--- src/rtl/fifo_drain_serializer.sv ---
// Pops full-width words from a one-cycle-latency FIFO into a 2-entry skid
// buffer and serializes each one into LANES narrow valid/ready beats.
module fifo_drain_serializer #(
    parameter  int OUT_WIDTH   = 8,
    parameter  int LANES       = 4,
    parameter  int COUNT_WIDTH = 16,
    localparam int IN_WIDTH    = OUT_WIDTH * LANES
) (
    input  logic                   clock,
    input  logic                   reset_n,
    input  logic                   clear,
    input  logic                   fifo_empty,
    output logic                   fifo_pop_n,
    input  logic [IN_WIDTH-1:0]    fifo_data,
    output logic [OUT_WIDTH-1:0]   out_data,
    output logic                   out_valid,
    input  logic                   out_ready,
    output logic                   out_first,
    output logic                   out_last,
    output logic [COUNT_WIDTH-1:0] drained_count,
    output logic                   busy
);

    localparam int LW = (LANES > 1) ? $clog2(LANES) : 1;
    localparam logic [LW-1:0] LAST_LANE = LW'(LANES - 1);

    logic [IN_WIDTH-1:0]    slot_q [2];
    logic [IN_WIDTH-1:0]    slot_d [2];
    logic [1:0]             occ_q, occ_d;
    logic                   head_q, head_d;
    logic [LW-1:0]          lane_q, lane_d;
    logic                   inflight_q, inflight_d;
    logic                   drop_q, drop_d;
    logic [COUNT_WIDTH-1:0] count_q, count_d;

    logic       fire;
    logic       consume;
    logic       capture;
    logic       pop;
    logic       head_next;
    logic       wr_idx;
    logic [1:0] occ_after;
    logic [2:0] pending;

    always_comb begin
        fire      = (occ_q != 2'd0) && out_ready;
        consume   = fire && (lane_q == LAST_LANE);
        occ_after = occ_q - {1'b0, consume};
        // Slots already committed once this cycle's consume and arrival settle.
        pending   = {1'b0, occ_after} + {2'b00, inflight_q};
        pop       = !fifo_empty && !clear && (pending < 3'd2);
        capture   = inflight_q && !drop_q && !clear;
        head_next = head_q ^ consume;
        wr_idx    = head_next ^ occ_after[0];

        slot_d[0]  = slot_q[0];
        slot_d[1]  = slot_q[1];
        occ_d      = occ_q;
        head_d     = head_q;
        lane_d     = lane_q;
        count_d    = count_q;
        drop_d     = 1'b0;
        inflight_d = pop;

        if (clear) begin
            occ_d   = 2'd0;
            head_d  = 1'b0;
            lane_d  = '0;
            count_d = '0;
            drop_d  = inflight_q;
        end else begin
            occ_d  = occ_after + {1'b0, capture};
            head_d = head_next;
            if (fire) begin
                lane_d = consume ? '0 : lane_q + 1'b1;
            end
            if (consume) begin
                count_d = count_q + 1'b1;
            end
            if (capture) begin
                slot_d[wr_idx] = fifo_data;
            end
        end
    end

    always_ff @(posedge clock or negedge reset_n) begin
        if (!reset_n) begin
            slot_q[0]  <= '0;
            slot_q[1]  <= '0;
            occ_q      <= 2'd0;
            head_q     <= 1'b0;
            lane_q     <= '0;
            inflight_q <= 1'b0;
            drop_q     <= 1'b0;
            count_q    <= '0;
        end else begin
            slot_q[0]  <= slot_d[0];
            slot_q[1]  <= slot_d[1];
            occ_q      <= occ_d;
            head_q     <= head_d;
            lane_q     <= lane_d;
            inflight_q <= inflight_d;
            drop_q     <= drop_d;
            count_q    <= count_d;
        end
    end

    assign fifo_pop_n    = !pop;
    assign out_valid     = (occ_q != 2'd0);
    assign out_data      = slot_q[head_q][lane_q*OUT_WIDTH +: OUT_WIDTH];
    assign out_first     = (lane_q == '0);
    assign out_last      = (lane_q == LAST_LANE);
    assign drained_count = count_q;
    assign busy          = (occ_q != 2'd0) || inflight_q;

endmodule
--- config.mk ---
export PLATFORM = sky130hd
export DESIGN_NAME = fifo_drain_serializer
export DESIGN_NICKNAME = d
export VERILOG_FILES = /design/src/rtl/fifo_drain_serializer.sv
export SDC_FILE = /design/constraint.sdc
export NUM_CORES = 1
export LEC_CHECK = 0
export ABC_CLOCK_PERIOD_IN_PS = 5440
export BUFFER_PORTS_ARGS = -buffer_cell sky130_fd_sc_hd__buf_2
export CORE_ASPECT_RATIO = 0.8
export CORE_UTILIZATION = 60
export DETAILED_ROUTE_END_ITERATION = 10
export PLACE_DENSITY_LB_ADDON = 0.1
export SLEW_MARGIN = 10
export SYNTH_ARGS = -nofsm -noshare
export SYNTH_HDL_FRONTEND = slang
export SYNTH_SLANG_ARGS = --single-unit
--- constraint.sdc ---
create_clock -name clock -period 5.44 [get_ports clock]
set_clock_uncertainty 0.15 [all_clocks]
set_input_delay 0.544 -clock clock [delete_from_list [all_inputs] [get_ports clock]]
set_output_delay 0.544 -clock clock [all_outputs]
set_load 0.01 [all_outputs]
* Word-level counts from Yosys, hierarchy flattened
Cells that the tools add are included.
** Operators by class
- $add $sub $neg :: 5
- Order comparisons :: 4
- Equal/unequal tests :: 1
- Shift-type cells :: 1
- Muxes and demuxes :: 14
- Bitwise logic cells :: 5
- Reductions and logical operators :: 17
** Operators with widths (count)
- 32-bit two-way mux :: 4
- 64-bit bitwise mux :: 1
- 32-bit demux with 1-bit select :: 1
- 16-bit two-way mux :: 2
- 32-bit by 6-bit indexed part select with 8-bit output :: 1
- 16-bit by 1-bit adder with 16-bit output, second input constant :: 1
- 2-bit two-way mux :: 4
- 1-bit logical AND :: 7
- 2-bit nonzero test :: 3
- 2-bit greater-or-equal comparator, second input constant :: 2
- 1-bit logical NOT :: 4
- 1-bit NOT with 2-bit output :: 2
- 2-bit by 1-bit adder with 3-bit output :: 1
- 3-bit by 2-bit < comparator with 1-bit output, second input constant :: 1
- 2-bit by 1-bit adder with 2-bit output :: 1
- 2-bit by 1-bit adder with 2-bit output, second input constant :: 1
- 2-bit == test, second input constant :: 1
- 2-bit logical NOT :: 1
- 2-bit by 1-bit < comparator with 1-bit output, second input constant :: 1
- 1-bit two-way mux :: 2
- 2-bit AND reduction :: 1
- 2-bit by 1-bit subtractor with 2-bit output :: 1
- 1-bit XOR :: 2
- 1-bit logical OR :: 1
- 1-bit NOT :: 1
** Storage, ports and cells
- Flip-flop bits (word level) :: 87
- Output and inout bits :: 29
- Logic and storage cells :: 55

* Logic depth before layout (Yosys ltp)
- Word-level depth :: 11
- Depth in mapped cells :: 8
- Gate-level depth less buffers :: 7

* Worst setup path before layout
No wires, ideal clock.
- Path type :: register -> output
- Start :: reg lane_q[0]
- End :: out fifo_pop_n
- Arrival :: 1.831 ns
- Slack :: 2.915 ns
- Stages on the path, launching flop included :: 7
- Cells stage by stage :: dfrtp_1 -> ha_1 -> o211a_4 -> buf_2 -> ha_1 -> nor2b_1 -> or4_1
** On the way
- Longest elaborated chain between the ends :: 7
** Ends and longest elaborated chain
- start, declared :: line 31 : logic [LW-1:0] lane_q, lane_d;
- start signal, assigned :: line 101 : lane_q <= lane_d;
- 2-bit == test
- via out_last :: line 19 : output logic out_last,
- 1-bit logical AND :: line 47 : consume = fire && (lane_q == LAST_LANE);
- 2-bit by 1-bit subtractor with 2-bit output :: line 48 : occ_after = occ_q - {1'b0, consume};
- 2-bit by 1-bit adder with 3-bit output :: line 50 : pending = {1'b0, occ_after} + {2'b00, inflight_q};
- 3-bit by 2-bit < comparator with 1-bit output :: line 51 : pop = !fifo_empty && !clear && (pending < 3'd2);
- 1-bit logical AND :: line 51
- 1-bit logical NOT :: line 108 : assign fifo_pop_n = !pop;
- end, declared :: line 13 : output logic fifo_pop_n,
The timed path passes the listed nets, and every way through them passes these cells.

* Final worst setup path
- Start :: reg lane_q[0]
- End :: out fifo_pop_n
** On the way
- Longest elaborated chain between the ends :: 7
** Ends and longest elaborated chain (line)
- 2-bit == test :: 47
- 1-bit logical AND :: 47
- 2-bit by 1-bit subtractor with 2-bit output :: 48
- 2-bit by 1-bit adder with 3-bit output :: 50
- 3-bit by 2-bit < comparator with 1-bit output :: 51
- 1-bit logical AND :: 51
- 1-bit logical NOT :: 108
Every way passes these cells.

==> results.rst <==
.. list-table::
   :header-rows: 1

   * - Metric
     - Value
   * - Number of standard cells in the layout, taps in and fillers out
     - 451
   * - Detail-routed net length per standard cell
     - 15.9 um
   * - Count of synthesis-stage warnings from yosys
     - 0
   * - Largest net degree at the start of global routing
     - 70
   * - Origin of the worst setup path
     - lane_q[0]$_DFFE_PN0P_
   * - Worst path required time
     - approximately 4.8 ns
   * - Buffers added on ports
     - 65
   * - Area share of the largest cell type after synthesis
     - 53.5%
   * - Biggest area contributors in the synthesized netlist
     - dfrtp_1, mux2_2, mux4_2
   * - Half-perimeter wire length after placement
     - between 4 and 5 mm
   * - Final #Nets
     - ~400
   * - Final worst path period share
     - 62.6%
   * - GRT Resource Usage Total
     - roughly 22%
   * - Final number of hold-violating endpoints
     - 0
   * - Predominant post-synthesis flop cell
     - dfrtp_1
   * - Leading post-synthesis cells by instance count
     - dfrtp_1, mux2_2, nand2_1
   * - Worst-skew pair later-pin latency
     - approximately 0.34 ns
   * - Global-route wire length before repair
     - 11.6 mm
   * - Inserted Diodes
     - 0
   * - Async SR Flop Fraction
     - 100%
   * - Max-Cap Viols
     - 0
   * - Placed cell areas
     - roughly 0.0044 mm2
   * - Minimum clock period
     - 3.40 ns
   * - Net count after synthesis
     - 339
   * - Arr. time, crit path
     - 2.71 ns
   * - Met3 Usage GRT
     - between 7 and 8%
   * - Total wire length
     - 7.19 mm
   * - Filler cells
     - 457
   * - GRT met2 Usage
     - 35.9%
   * - Die Y
     - between 70 and 80 um
   * - VDD IR-drop max
     - around 270 uV
   * - Type of the worst min-delay path
     - input pin to flop
   * - Slew at the pin closest to its max-slew limit
     - 1.05 ns
   * - Number of vias after detailed routing
     - 2,510
   * - Htree depth
     - 3
   * - Post-Synthesis Cells
     - 297
   * - Final number of setup-violating endpoints
     - 0
   * - Number of buffer and inverter instances along the worst setup path
     - 1
   * - Synthesized area per cell
     - 13.7 um2
   * - Most instantiated library cell after synthesis
     - dfrtp_1
   * - Global routing usage on met1
     - 29.9%
   * - Peak-usage layer in the global routing report
     - met2
   * - Final-layout setup total negative slack
     - 0 ns
   * - Remaining global-route overflow
     - 0
   * - Leak Pwr
     - 2.24 nW
   * - DRC viols
     - 0
   * - Via count of the first global-routing pass
     - about 2,400
   * - Routability Congestion
     - 0.746
   * - Critical Path Source Type
     - flop
   * - Non-Filler Cell Area, Final
     - 0.00466 mm2
   * - Share of cells above drive strength 1
     - 44.7%
   * - Number of pins exceeding their max-slew limit in the final report
     - 0
   * - Count of state elements after synthesis
     - 87
   * - Core area
     - ~0.0065 mm2
   * - Startpoint of the worst-slack reg-to-reg timing path
     - lane_q[0]$_DFFE_PN0P_
   * - Initial antenna violation count
     - 0
   * - Die area
     - roughly 0.007 mm2
   * - Clock transition time at the flip-flop clock pins of the worst setup and hold paths
     - 0.08 ns
   * - Fraction of the yosys area taken by sequential cells
     - 53.5%
   * - Pwr/cell area
     - between 300 and 400 mW/mm2
   * - Cell repeated most along the worst path
     - ha_1
   * - Drt first-iter violations
     - 164
   * - Worst stage delay on the critical path
     - 0.89 ns
   * - Quantity of hold-fixing buffers added after cts
     - 1
   * - Number of rows created at floorplan
     - 26
   * - Number of enable-type register cells in the synthesized netlist
     - 0
   * - Worst slew margin relative to its limit
     - 30.2%
   * - Critical Path Sink Type
     - output pin
   * - Clock tree root buffer cell
     - clkbuf_8
   * - Unrepaired setup endpoints after global routing
     - no
   * - Dominant delay contributor by cell family on the critical path
     - flip-flops
   * - Run status
     - finished, final reports clean
   * - Detail Route Antenna Nets
     - 0
   * - Number of gates resized after cts
     - 0
   * - Synth cell types
     - 36
   * - Library cell with the largest summed area after synthesis
     - dfrtp_1
   * - HP Start
     - fifo_data[21]
   * - Number of buffers added by the clock tree synthesis step
     - 9
   * - Maximum net fanout on the critical path
     - 20
   * - CTS tree
     - yes
   * - Maximum clock frequency
     - 294 MHz
   * - Slowest-stage cell, CP
     - dfrtp_1
   * - Detailed Routing Iterations Pass 1
     - 4
   * - Post-CTS setup-driven buffer insertion count
     - 0
   * - Worst-path cell chain
     - ha_1 -> o211a_4 -> ha_1 -> nor2b_1 -> or4_1 -> buf_2
   * - Total number of clock tree sinks
     - 87
   * - Cell area after synthesis
     - 0.00407 mm2
   * - I/O pin count
     - 66
   * - Total instance count after detailed placement
     - between 400 and 500
   * - Initial Util
     - 62.8%
   * - Die width
     - 94.1 um
   * - Growth of design area from synthesis to finish
     - 14.7%
   * - Crit path kind
     - flop to output pin
   * - Mean number of vias per cell
     - 5.57
   * - Clock tree buffer depth
     - 2
-- worst paths after layout --
path	cells after the start	slack [ns]	endpoint
min reg2reg	1	0.35	slot_q[2]$_DFFE_PN0P_
min	2	0.29	slot_q[53]$_DFFE_PN0P_
min in group asynchronous	2	0.45	slot_q[54]$_DFFE_PN0P_
max	6	2.04	fifo_pop_n
max reg2reg	5	2.89	drained_count[11]$_DFFE_PN0P_
max in group asynchronous	3	3.58	slot_q[8]$_DFFE_PN0P_
-- cell usage in the layout, fill, tap and decap left out, types with 2 or more instances in the layout --
cell and n:
a21oi_1 7, and2_1 3, and3_1 2, and4_1 2, buf_2 64, buf_4 4
bufinv_16 2, clkbuf_8 11, clkinvlp_4 2, dfrtp_1 87, ha_1 5, inv_1 5
mux2_2 63, mux2i_1 2, mux4_1 4, mux4_2 12, nand2_1 29, nand3_1 4
nand4_1 5, nor2_1 14, nor2b_1 2, o21ai_0 4, o31ai_1 3, or3_1 4
or4_1 4, xnor2_1 4, xor2_1 9
-- per-layer routing --
layer / wire (um) / vias up
met5: 0 / -
met4: 54 / 0
li1: - / 1194
met3: 322 / 6
met2: 3500 / 47
met1: 3310 / 1263
-- kinds of logic after synthesis --
family,after synthesis,share of synthesized area [%]
AO/OA/AOI/OAI,15,2.34
XOR/XNOR,13,2.80
adder cells (fa/ha/maj),5,1.54
buffers and inverters,21,3.01
flip-flops,87,53.5
multiplexers,82,27.5
AND/OR/NAND/NOR,74,9.26
-- through the flow --
step,setup slack [ns],hold slack (ns),power [W],util [%]
after floorplan,2.92,0.0984,0.00100,-
after global placement,2.45,0.279,0.00108,68.3
after detailed placement,2.41,0.281,0.00110,68.3
after CTS,2.02,0.270,0.00160,72.1
after global routing,1.85,0.260,0.00166,72.1
final,2.04,0.287,0.00158,72.1
-- area by class of cell --
class | instances | area [um2] | share of cell area [%]
inverters | 6 | 22.5 | 0.483
flip-flops and latches | 87 | 2180 | 46.7
repair buffers | 69 | 360 | 7.73
clock inverters | 5 | 80.1 | 1.72
clock buffers | 11 | 151 | 3.25
well taps | 84 | 105 | 2.25
multi-input cells | 189 | 1770 | 37.9
-- registers in the layout, indices dropped and copies added, names as in the netlist --
register	count
drained_count	16
drop_q	1
head_q	1
lane_q	2
occ_q	2
inflight_q	1
slot_q	64
-- power breakdown --
group | switching [W] | internal [W]
logic | 0.0000957 | 0.000162
registers | 0.0000585 | 0.000762
clock network | 0.000218 | 0.000283
Note: power is estimated with default switching activity, not from simulation.
